**src/rtl/data_memory_bytelane_if.sv**
```systemverilog
// Request/response channel between the MEM stage and the byte-lane data memory.
interface data_memory_bytelane_if #(
  parameter int unsigned ADDR_W = 32
);
  logic              req_valid;
  logic              req_ready;
  logic              req_we;
  logic [2:0]        req_size;
  logic [ADDR_W-1:0] req_addr;
  logic [31:0]       req_wdata;
  logic              rsp_valid;
  logic [31:0]       rsp_rdata;
  logic              rsp_err;

  modport master (
    output req_valid, req_we, req_size, req_addr, req_wdata,
    input  req_ready, rsp_valid, rsp_rdata, rsp_err
  );

  modport slave (
    input  req_valid, req_we, req_size, req_addr, req_wdata,
    output req_ready, rsp_valid, rsp_rdata, rsp_err
  );
endinterface

```
**src/rtl/data_memory_bytelane.sv**
```systemverilog
// Word-organised data memory with byte/half/word lane access, load extension,
// error flagging and a post-reset clear sweep. Fixed 1-cycle response.
module data_memory_bytelane #(
  parameter int unsigned DEPTH          = 128,
  parameter int unsigned ADDR_W         = 32,
  parameter bit          CLEAR_ON_RESET = 1'b1
) (
  input  logic                   clk,
  input  logic                   rst_n,
  data_memory_bytelane_if.slave  bus,
  output logic                   busy
);
  localparam int unsigned IDX_W = $clog2(DEPTH);

  typedef enum logic {S_CLEAR, S_IDLE} state_t;

  state_t           r_state, w_state_nxt;
  logic [IDX_W-1:0] r_clr_ptr, w_clr_ptr_nxt;
  logic             w_clr_we;
  logic [31:0]      r_mem [DEPTH];

  logic             w_accept, w_store, w_err;
  logic             w_misaligned, w_bad_size, w_oor;
  logic [IDX_W-1:0] w_idx;
  logic [3:0]       w_be;
  logic [31:0]      w_lane_data, w_word, w_load_ext;
  logic [7:0]       w_byte;
  logic [15:0]      w_half;

  // State register and sweep pointer
  always_ff @(posedge clk or negedge rst_n) begin
    if (!rst_n) begin
      r_state   <= S_CLEAR;
      r_clr_ptr <= '0;
    end else begin
      r_state   <= w_state_nxt;
      r_clr_ptr <= w_clr_ptr_nxt;
    end
  end

  // Next-state: sweep every word once, then sit in IDLE accepting requests
  always_comb begin
    w_state_nxt   = r_state;
    w_clr_ptr_nxt = r_clr_ptr;
    w_clr_we      = 1'b0;
    bus.req_ready = 1'b0;
    busy          = 1'b0;
    unique case (r_state)
      S_CLEAR: begin
        if (CLEAR_ON_RESET) begin
          busy          = 1'b1;
          w_clr_we      = 1'b1;
          w_clr_ptr_nxt = r_clr_ptr + 1'b1;
          if (r_clr_ptr == IDX_W'(DEPTH - 1)) w_state_nxt = S_IDLE;
        end else begin
          w_state_nxt = S_IDLE;
        end
      end
      S_IDLE: bus.req_ready = 1'b1;
      default: w_state_nxt = S_CLEAR;
    endcase
  end

  // Request decode: index, error classification, lane enables and store data
  always_comb begin
    w_idx        = bus.req_addr[IDX_W+1:2];
    w_oor        = (bus.req_addr >> (IDX_W + 2)) != '0;
    w_misaligned = 1'b0;
    w_bad_size   = 1'b0;
    unique case (bus.req_size)
      3'd0, 3'd4: w_misaligned = 1'b0;
      3'd1, 3'd5: w_misaligned = bus.req_addr[0];
      3'd2:       w_misaligned = bus.req_addr[1:0] != 2'b00;
      default:    w_bad_size   = 1'b1;
    endcase
    if (bus.req_we && bus.req_size[2]) w_bad_size = 1'b1;
    w_err    = w_misaligned | w_bad_size | w_oor;
    w_accept = bus.req_valid & bus.req_ready;
    w_store  = w_accept & bus.req_we & ~w_err;

    unique case (bus.req_size[1:0])
      2'd0: begin
        w_be        = 4'b0001 << bus.req_addr[1:0];
        w_lane_data = {4{bus.req_wdata[7:0]}};
      end
      2'd1: begin
        w_be        = bus.req_addr[1] ? 4'b1100 : 4'b0011;
        w_lane_data = {2{bus.req_wdata[15:0]}};
      end
      default: begin
        w_be        = 4'b1111;
        w_lane_data = bus.req_wdata;
      end
    endcase
  end

  // Load path: select lanes from the addressed word and extend
  always_comb begin
    w_word = r_mem[w_idx];
    w_byte = w_word[{bus.req_addr[1:0], 3'b000} +: 8];
    w_half = bus.req_addr[1] ? w_word[31:16] : w_word[15:0];
    unique case (bus.req_size)
      3'd0:    w_load_ext = {{24{w_byte[7]}}, w_byte};
      3'd4:    w_load_ext = {24'd0, w_byte};
      3'd1:    w_load_ext = {{16{w_half[15]}}, w_half};
      3'd5:    w_load_ext = {16'd0, w_half};
      3'd2:    w_load_ext = w_word;
      default: w_load_ext = '0;
    endcase
  end

  // Array write port: sweep clears take the port in CLEAR, lane-merged stores in IDLE
  always_ff @(posedge clk) begin
    if (w_clr_we) begin
      r_mem[r_clr_ptr] <= '0;
    end else if (w_store) begin
      for (int unsigned i = 0; i < 4; i++) begin
        if (w_be[i]) r_mem[w_idx][8*i +: 8] <= w_lane_data[8*i +: 8];
      end
    end
  end

  // Response register: pulse valid one cycle after accept, hold data/err otherwise
  always_ff @(posedge clk or negedge rst_n) begin
    if (!rst_n) begin
      bus.rsp_valid <= 1'b0;
      bus.rsp_rdata <= '0;
      bus.rsp_err   <= 1'b0;
    end else begin
      bus.rsp_valid <= w_accept;
      if (w_accept) begin
        bus.rsp_err   <= w_err;
        bus.rsp_rdata <= (w_err || bus.req_we) ? '0 : w_load_ext;
      end
    end
  end
endmodule

```
**src/flat_wrapper.sv**
```systemverilog
// flat-port wrapper written by rule: the top's interface ports become plain ports
module data_memory_bytelane_flat 
#(
  parameter int unsigned DEPTH          = 128,
  parameter int unsigned ADDR_W         = 32,
  parameter bit          CLEAR_ON_RESET = 1'b1
)
  (clk, rst_n, busy, bus_req_valid, bus_req_we, bus_req_size, bus_req_addr, bus_req_wdata, bus_req_ready, bus_rsp_valid, bus_rsp_rdata, bus_rsp_err);
  data_memory_bytelane_if #(.ADDR_W(ADDR_W)) bus_i ();
  input  logic clk;
  input  logic rst_n;
  output logic busy;
  input wire logic [$bits(bus_i.req_valid)-1:0] bus_req_valid;
  input wire logic [$bits(bus_i.req_we)-1:0] bus_req_we;
  input wire logic [$bits(bus_i.req_size)-1:0] bus_req_size;
  input wire logic [$bits(bus_i.req_addr)-1:0] bus_req_addr;
  input wire logic [$bits(bus_i.req_wdata)-1:0] bus_req_wdata;
  output wire logic [$bits(bus_i.req_ready)-1:0] bus_req_ready;
  output wire logic [$bits(bus_i.rsp_valid)-1:0] bus_rsp_valid;
  output wire logic [$bits(bus_i.rsp_rdata)-1:0] bus_rsp_rdata;
  output wire logic [$bits(bus_i.rsp_err)-1:0] bus_rsp_err;
  assign bus_i.req_valid = bus_req_valid;
  assign bus_i.req_we = bus_req_we;
  assign bus_i.req_size = bus_req_size;
  assign bus_i.req_addr = bus_req_addr;
  assign bus_i.req_wdata = bus_req_wdata;
  assign bus_req_ready = bus_i.req_ready;
  assign bus_rsp_valid = bus_i.rsp_valid;
  assign bus_rsp_rdata = bus_i.rsp_rdata;
  assign bus_rsp_err = bus_i.rsp_err;
  data_memory_bytelane #(.DEPTH(DEPTH), .ADDR_W(ADDR_W), .CLEAR_ON_RESET(CLEAR_ON_RESET)) u_core (.clk(clk), .rst_n(rst_n), .bus(bus_i), .busy(busy));
endmodule
```
**config.mk**
```make
export PLATFORM = sky130hd
export DESIGN_NAME = data_memory_bytelane_flat
export DESIGN_NICKNAME = d
export VERILOG_FILES = /design/src/rtl/data_memory_bytelane_if.sv /design/src/rtl/data_memory_bytelane.sv /design/src/flat_wrapper.sv
export SDC_FILE = /design/constraint.sdc
export NUM_CORES = 2
export LEC_CHECK = 0
export BUFFER_PORTS_ARGS = -buffer_cell sky130_fd_sc_hd__clkbuf_2
export CORE_UTILIZATION = 50
export CTS_CLUSTER_DIAMETER = 30
export DETAILED_ROUTE_END_ITERATION = 8
export GPL_TIMING_DRIVEN = 1
export HOLD_SLACK_MARGIN = 0.1
export PLACE_DENSITY = 0.65
export RECOVER_POWER = 100
export SYNTH_ARGS = -nofsm -noshare
export SYNTH_HDL_FRONTEND = slang
export SYNTH_SLANG_ARGS = --single-unit
```
**constraint.sdc**
```tcl
create_clock -name clk -period 16.4 [get_ports clk]
set_input_delay 1.64 -clock clk [delete_from_list [all_inputs] [get_ports clk]]
set_output_delay 1.64 -clock clk [all_outputs]
set_load 0.02 [all_outputs]
```
# --- Word-level counts from Yosys, hierarchy flattened ---
# Memories as Yosys holds them, arrays and structs flattened.
# Index checks and enable logic that the tools add are counted.
word_totals:
  word_cells: 62
  register_bits: 42
  inputBits: 71
  output_inout_bits: 36
  n_memories: 1
  ramBits: 4096
mem_list:
  columns: ["name", "words", "word_bits", "read_ports", "rd_ports_with_merged_regs", "write_ports", "line", "source"]
  rows:
  - ["u_core.r_mem", 128, 32, 1, 0, 1, "data_memory_bytelane.sv:20", "logic [31:0] r_mem [DEPTH];"]
classes:
  n_mux: 32
  n_shift: 2
  n_eq_ne: 6
  add_sub_neg: 1
  bitwise: 6
  reduce_logical: 9
op_table:
  columns: ["op", "count"]
  rows:
  - ["$pmux 32 s5", 1]
  - ["$mux 32", 2]
  - ["$pmux 32 s2", 1]
  - ["$reduce_bool 32->1", 1]
  - ["$reduce_or 32->1", 1]
  - ["$shiftx 32x6->8", 1]
  - ["$mux 1", 22]
  - ["$mux 16", 1]
  - ["$mux 4", 2]
  - ["$pmux 4 s2", 1]
  - ["$add 7x1->7 const B", 1]
  - ["$eq 7x7->1 const B", 1]
  - ["$mux 7", 1]
  - ["$eq 3x3->1 const B", 2]
  - ["$reduce_or 5->1", 1]
  - ["$shl 1x2->4 const A", 1]
  - ["$and 1x1->1", 3]
  - ["$eq 3x1->1 const B", 1]
  - ["$eq 3x2->1 const B", 1]
  - ["$logic_not 3->1", 1]
  - ["$eq 2x1->1 const B", 1]
  - ["$logic_not 2->1", 1]
  - ["$or 1x1->1", 2]
  - ["$pmux 1 s2", 1]
  - ["5 further kinds", 5]

# --- Longest topological paths before layout ---
depth:
  word_depth: 13
  mapped_depth: 16
  depth_no_buf: 9

# --- Worst setup path before layout ---
# OpenSTA, ideal clock, no wires.
synth_timing:
  path_type: "input -> register"
  from: "input bus_req_addr[1]"
  to: "memory u_core.r_mem[0][12] (data pin)"
  stages: 9
  setup_ns: 0.889
  required_time_ns: 15.511
  t_arrival_ns: 6.771
  path_buffers: 4
  slack_ns: 8.739
  path_cell_list: "clkbuf_1 > o31a_1 > o22a_1 > nor4_1 > nand2_1 > clkbuf_1 > buf_1 > buf_1 > a21oi_1"
synth_via:
  elab_chain_cells: 11
  word_cells_on_any_way: 27
  cone_classes: "shift (1); mux (20); bitwise (4); reduce/logical (2)"
synth_rtl:
  columns: ["item", "line", "source"]
  rows:
  - ["from (decl)", "flat_wrapper.sv:16", "input wire logic [$bits(bus_i.req_addr)-1:0] bus_req_addr;"]
  - ["$reduce_bool 2->1", "data_memory_bytelane.sv:73", "3'd2: w_misaligned = bus.req_addr[1:0] != 2'b00;"]
  - ["$pmux 1 s2", "data_memory_bytelane.sv:70", "unique case (bus.req_size)"]
  - ["$or 1x1->1 (2 in a row)", "data_memory_bytelane.sv:77", "w_err = w_misaligned | w_bad_size | w_oor;"]
  - ["$not 1->1", "data_memory_bytelane.sv:79", "w_store = w_accept & bus.req_we & ~w_err;"]
  - ["$and 1x1->1", "data_memory_bytelane.sv:79", null]
  - ["$mux 1", "data_memory_bytelane.sv:116", "end else if (w_store) begin"]
  - ["$mux 1", "data_memory_bytelane.sv:114", "if (w_clr_we) begin"]
  - ["$mux 1 (not written as such)", "data_memory_bytelane.sv:118", "if (w_be[i]) r_mem[w_idx][8*i +: 8] <= w_lane_data[8*i +: 8];"]
  - ["$reduce_or 32->1 (no source line) (*)", null, null]
  - ["$mux 32 (no source line) (*)", null, null]
  - ["to (decl)", "data_memory_bytelane.sv:20", null]
# Mark *: on every way between the ends. The rest lies on a longest branch, timed or not.

# --- Worst setup path in the final report ---
layout_timing:
  from: "register u_core.r_state"
  to: "memory u_core.r_mem[63][18], enable pin"
layout_via:
  elab_chain_cells: 9
  word_cells_on_any_way: 20
  cone_classes: "mux (16); bitwise (3); reduce/logical (1)"
layout_rtl:
  columns: ["item", "line", "source"]
  rows:
  - ["from (decl)", "data_memory_bytelane.sv:17", "state_t r_state, w_state_nxt;"]
  - ["from (signal assigned)", "data_memory_bytelane.sv:36", "r_state <= w_state_nxt;"]
  - ["$mux 1 (*)", "data_memory_bytelane.sv:48", "unique case (r_state)"]
  - ["$and 1x1->1 (*)", "data_memory_bytelane.sv:78", "w_accept = bus.req_valid & bus.req_ready;"]
  - ["net u_core.w_accept", "data_memory_bytelane.sv:22", "logic w_accept, w_store, w_err;"]
  - ["$and 1x1->1 (*) (2 in a row)", "data_memory_bytelane.sv:79", null]
  - ["$mux 1", "data_memory_bytelane.sv:116", null]
  - ["$mux 1", "data_memory_bytelane.sv:114", null]
  - ["$mux 1 (not written as such)", "data_memory_bytelane.sv:118", null]
  - ["$reduce_or 32->1 (no source line)", null, null]
  - ["$mux 7 (no source line) / $mux 4 (equally long branches)", null, null]
# Mark *: on every way through the listed nets, which the timed path passes. The rest lies on a longest branch.

==> impl_metrics.csv <==
group,metric,value,unit
sta,fmax,90.8,MHz
sta,skew,0.0566,ns
clocking,cts.sinks,4138,
cells_and_area,mostFrequentLayoutCells,"edfxtp_1, mux4_2, clkbuf_16",
sta,slew_violations,3241,
sta,grt_setup_unrepaired,"no",
run_status,violations,"max-capacitance violations, max-slew violations",
place,gp_congestion,0.914,
synth,synth.area.top_cells,"edfxtp_1, mux4_2, mux2i_1",
run_status,status,"complete, but fails checks",
cells_and_area,drive_above_1_share,26.4,%
sta,relSlewSlack,-201,%
clocking,clock_path_buffers,4,
die,fp.dieH,571,um
synth,synth_top_area_share,76.0,%
die,row_count,208,
synth,synthArstFlopShare,1.01,%
die,initial_utilization,50.3,%
flow_run,drv_cap,62,
drt,drtIter0Drc,11600,
cells_and_area,layout_commonest_cell,"edfxtp_1",
clocking,clock-root-buffer,"clkbuf_16",
setup_path,cp-end-kind,"flip-flop",
cells_and_area,final_nets,8357,
die,num_io_pins,107,
power,power.total,0.0272,W
synth,syn_avg_cell_area,20.9,um^2
synth,ys_types,77,
global_routing,grt_start_max_net_pins,109,
clocking,postCtsHoldBufs,0,
clocking,clk_latency,1.05,ns
drt,wire_per_inst,34.1,um
sta,worstMarginPinSlew,4.51,ns
synth,ys_warn_count,0,
setup_path,cp_max_fo,53,
global_routing,antenna_found_initial,22,
drt,drt_pass1_iterations,7,
setup_path,cp_data_required_time,17.03,ns
setup_path,worst_ep_arrival_time,11.64,ns
die,design.core.area,321000,um^2
place,port_buffers,106,
setup_path,worst-path-buf-inv,4,
sta,hold_viol,0,
setup_path,path_class,"reg -> reg",
drt,vias,85200,
synth,ys.flop_type,"edfxtp_1",
synth,synth_cells,7749,
clocking,htree_levels,6,
place,place_ws,8.35,ns
drt,drc,0,
global_routing,grt_usage,27.5,%
power,p_per_area,142,nW/um^2
setup_path,crit_family,"buffers and inverters",
synth,ys_seq_area_share,76.7,%
setup_path,crit_chain,"nand2_1, clkbuf_1, inv_1, nand3_1, nor4_1, clkbuf_1, nand2_1, clkbuf_1, o31ai_1, nand2_1, nor2_1",
drt,routed_wl,451000,um
place,place_hpwl,268000,um
setup_path,slowest_stage,"o31ai_1",
die,dieArea,326000,um^2
global_routing,first_global_vias,85300,
cells_and_area,design_area,191000,um^2
cells_and_area,syn_to_final_growth,18.1,%
power,p_leak,51.2,nW
synth,netlist_area,162000,um^2
sta,fin_crit_sh,67.1,%
die,die_x,571,um
synth,syn_nets,7821,
drt,antenna_left,0,
setup_path,slowest_delay,2.99,ns
global_routing,grt_pass1_wl,634000,um
worst_hold_path,hold_class,"reg -> reg",
clocking,postCtsSetupBuffers,0,
sta,fin_ws,5.39,ns
power,vdd.ir_drop.worst,117,uV
synth,synth_edf_count,4096,
clocking,clk_pin_slew,0.05,ns
drt,viasPerCell,6.45,
synth,ys_ff_latch,4138,
cells_and_area,nFillCells,22500,
clocking,tritoncts,"yes",
sta,setup_viol,0,
clocking,cts-resized-gates,0,
synth,yosysTopAreaCell,"edfxtp_1",
place,place_area,167000,um^2
setup_path,start_kind,"flip-flop",
global_routing,globalRouteOverflowTotal,0,
clocking,cts_made_buffers,706,
sta,tns,0,ns
sta,period_needed,11.01,ns
metal layers:
layer,track usage (%),routed length [um]
met3,6.64,46300
met2,42.0,210000
met5,0,66
met4,14.8,26300
met1,37.0,168000
kinds of logic (layout without fill, tap and decap cells):
kind of cell	Yosys count	after routing	share of synthesized area, %
mux	1228	1228	15.0
xor+xnor	6	6	0.0325
fa+ha+maj	1	1	0.00773
compound gates	782	782	3.41
other cells	0	21	0
flops	4138	4138	76.7
simple gates	1115	1115	2.98
buf+inv	479	1612	1.89
stage by stage:
step | std cells | util [%] | hold WS, ns
after global routing | 13200 | 59.4 | 0.538
after detailed placement | 11900 | 51.9 | 0.504
after floorplan | 7749 | - | 0.541
final | 13200 | 59.4 | 0.507
after global placement | 11900 | 51.9 | 0.496
after CTS | 13200 | 59.6 | 0.514
cell type report:
cell class | instances | area, um^2 | share of cell area (%)
antenna | 21 | 52.6 | 0.0275
multi-input combinational | 3132 | 35000 | 18.3
clock inverter | 516 | 6350 | 3.33
timing repair buffer | 297 | 1880 | 0.985
inverter | 10 | 42.5 | 0.0223
clock buffer | 789 | 18200 | 9.52
sequential | 4138 | 124000 | 65.0
tap | 4305 | 5390 | 2.82
registers in the layout, indices dropped and copies added, names as in the netlist:
name,flops
u_core.bus.rsp_err,1
u_core.bus.rsp_rdata,32
u_core.bus.rsp_valid,1
u_core.r_clr_ptr,7
u_core.r_mem,4096
u_core.r_state,1
synthesized netlist by cell type, types with 7 or more instances:
master / n
a2111oi_0: 12
a211oi_1: 24
a21oi_1: 153
a221oi_1: 30
a22o_1: 55
a22oi_1: 262
a31oi_1: 13
a32oi_1: 13
and2_1: 17
and3_1: 27
buf_1: 34
buf_12: 16
buf_2: 83
buf_4: 55
buf_6: 67
buf_8: 7
clkbuf_1: 194
clkbuf_8: 8
dfrtp_1: 42
edfxtp_1: 4096
inv_1: 10
mux2_2: 13
mux2i_1: 273
mux4_1: 41
mux4_2: 901
nand2_1: 218
nand2b_1: 14
nand3_1: 87
nand3b_1: 11
nand4_1: 28
nor2_1: 611
nor2b_1: 16
nor3_1: 34
nor4_1: 19
o211ai_1: 13
o21ai_0: 19
o21ai_1: 13
o221ai_1: 13
o22ai_1: 92
o31ai_1: 22
final timing paths:
check                                   startpoint                        to  slack, ns  cells after the start
worst max-delay path                u_core.r_state      u_core.r_mem[63][18]       5.39                     11
worst min-delay path            u_core.bus.rsp_err        u_core.bus.rsp_err       0.51                      2
worst max register to register      u_core.r_state      u_core.r_mem[63][18]       5.39                     11
worst min register to register  u_core.bus.rsp_err        u_core.bus.rsp_err       0.51                      2
max in group asynchronous                    rst_n      u_core.bus.rsp_valid      12.69                      2
min in group asynchronous                    rst_n  u_core.bus.rsp_rdata[29]       1.83                      2
power by group:
group | internal (W) | switching [W] | leakage, nW
logic | 0.000195 | 0.000448 | 10.4
registers | 0.0115 | 0 | 28.9
clock network | 0.00978 | 0.00526 | 11.8
worst min-delay path: cells and delay by family, from the launching register on:
family / cells / cell delay, ns
flops: 1 / 0.34
simple gates: 2 / 0.12
(Power assumes the default switching activity.)
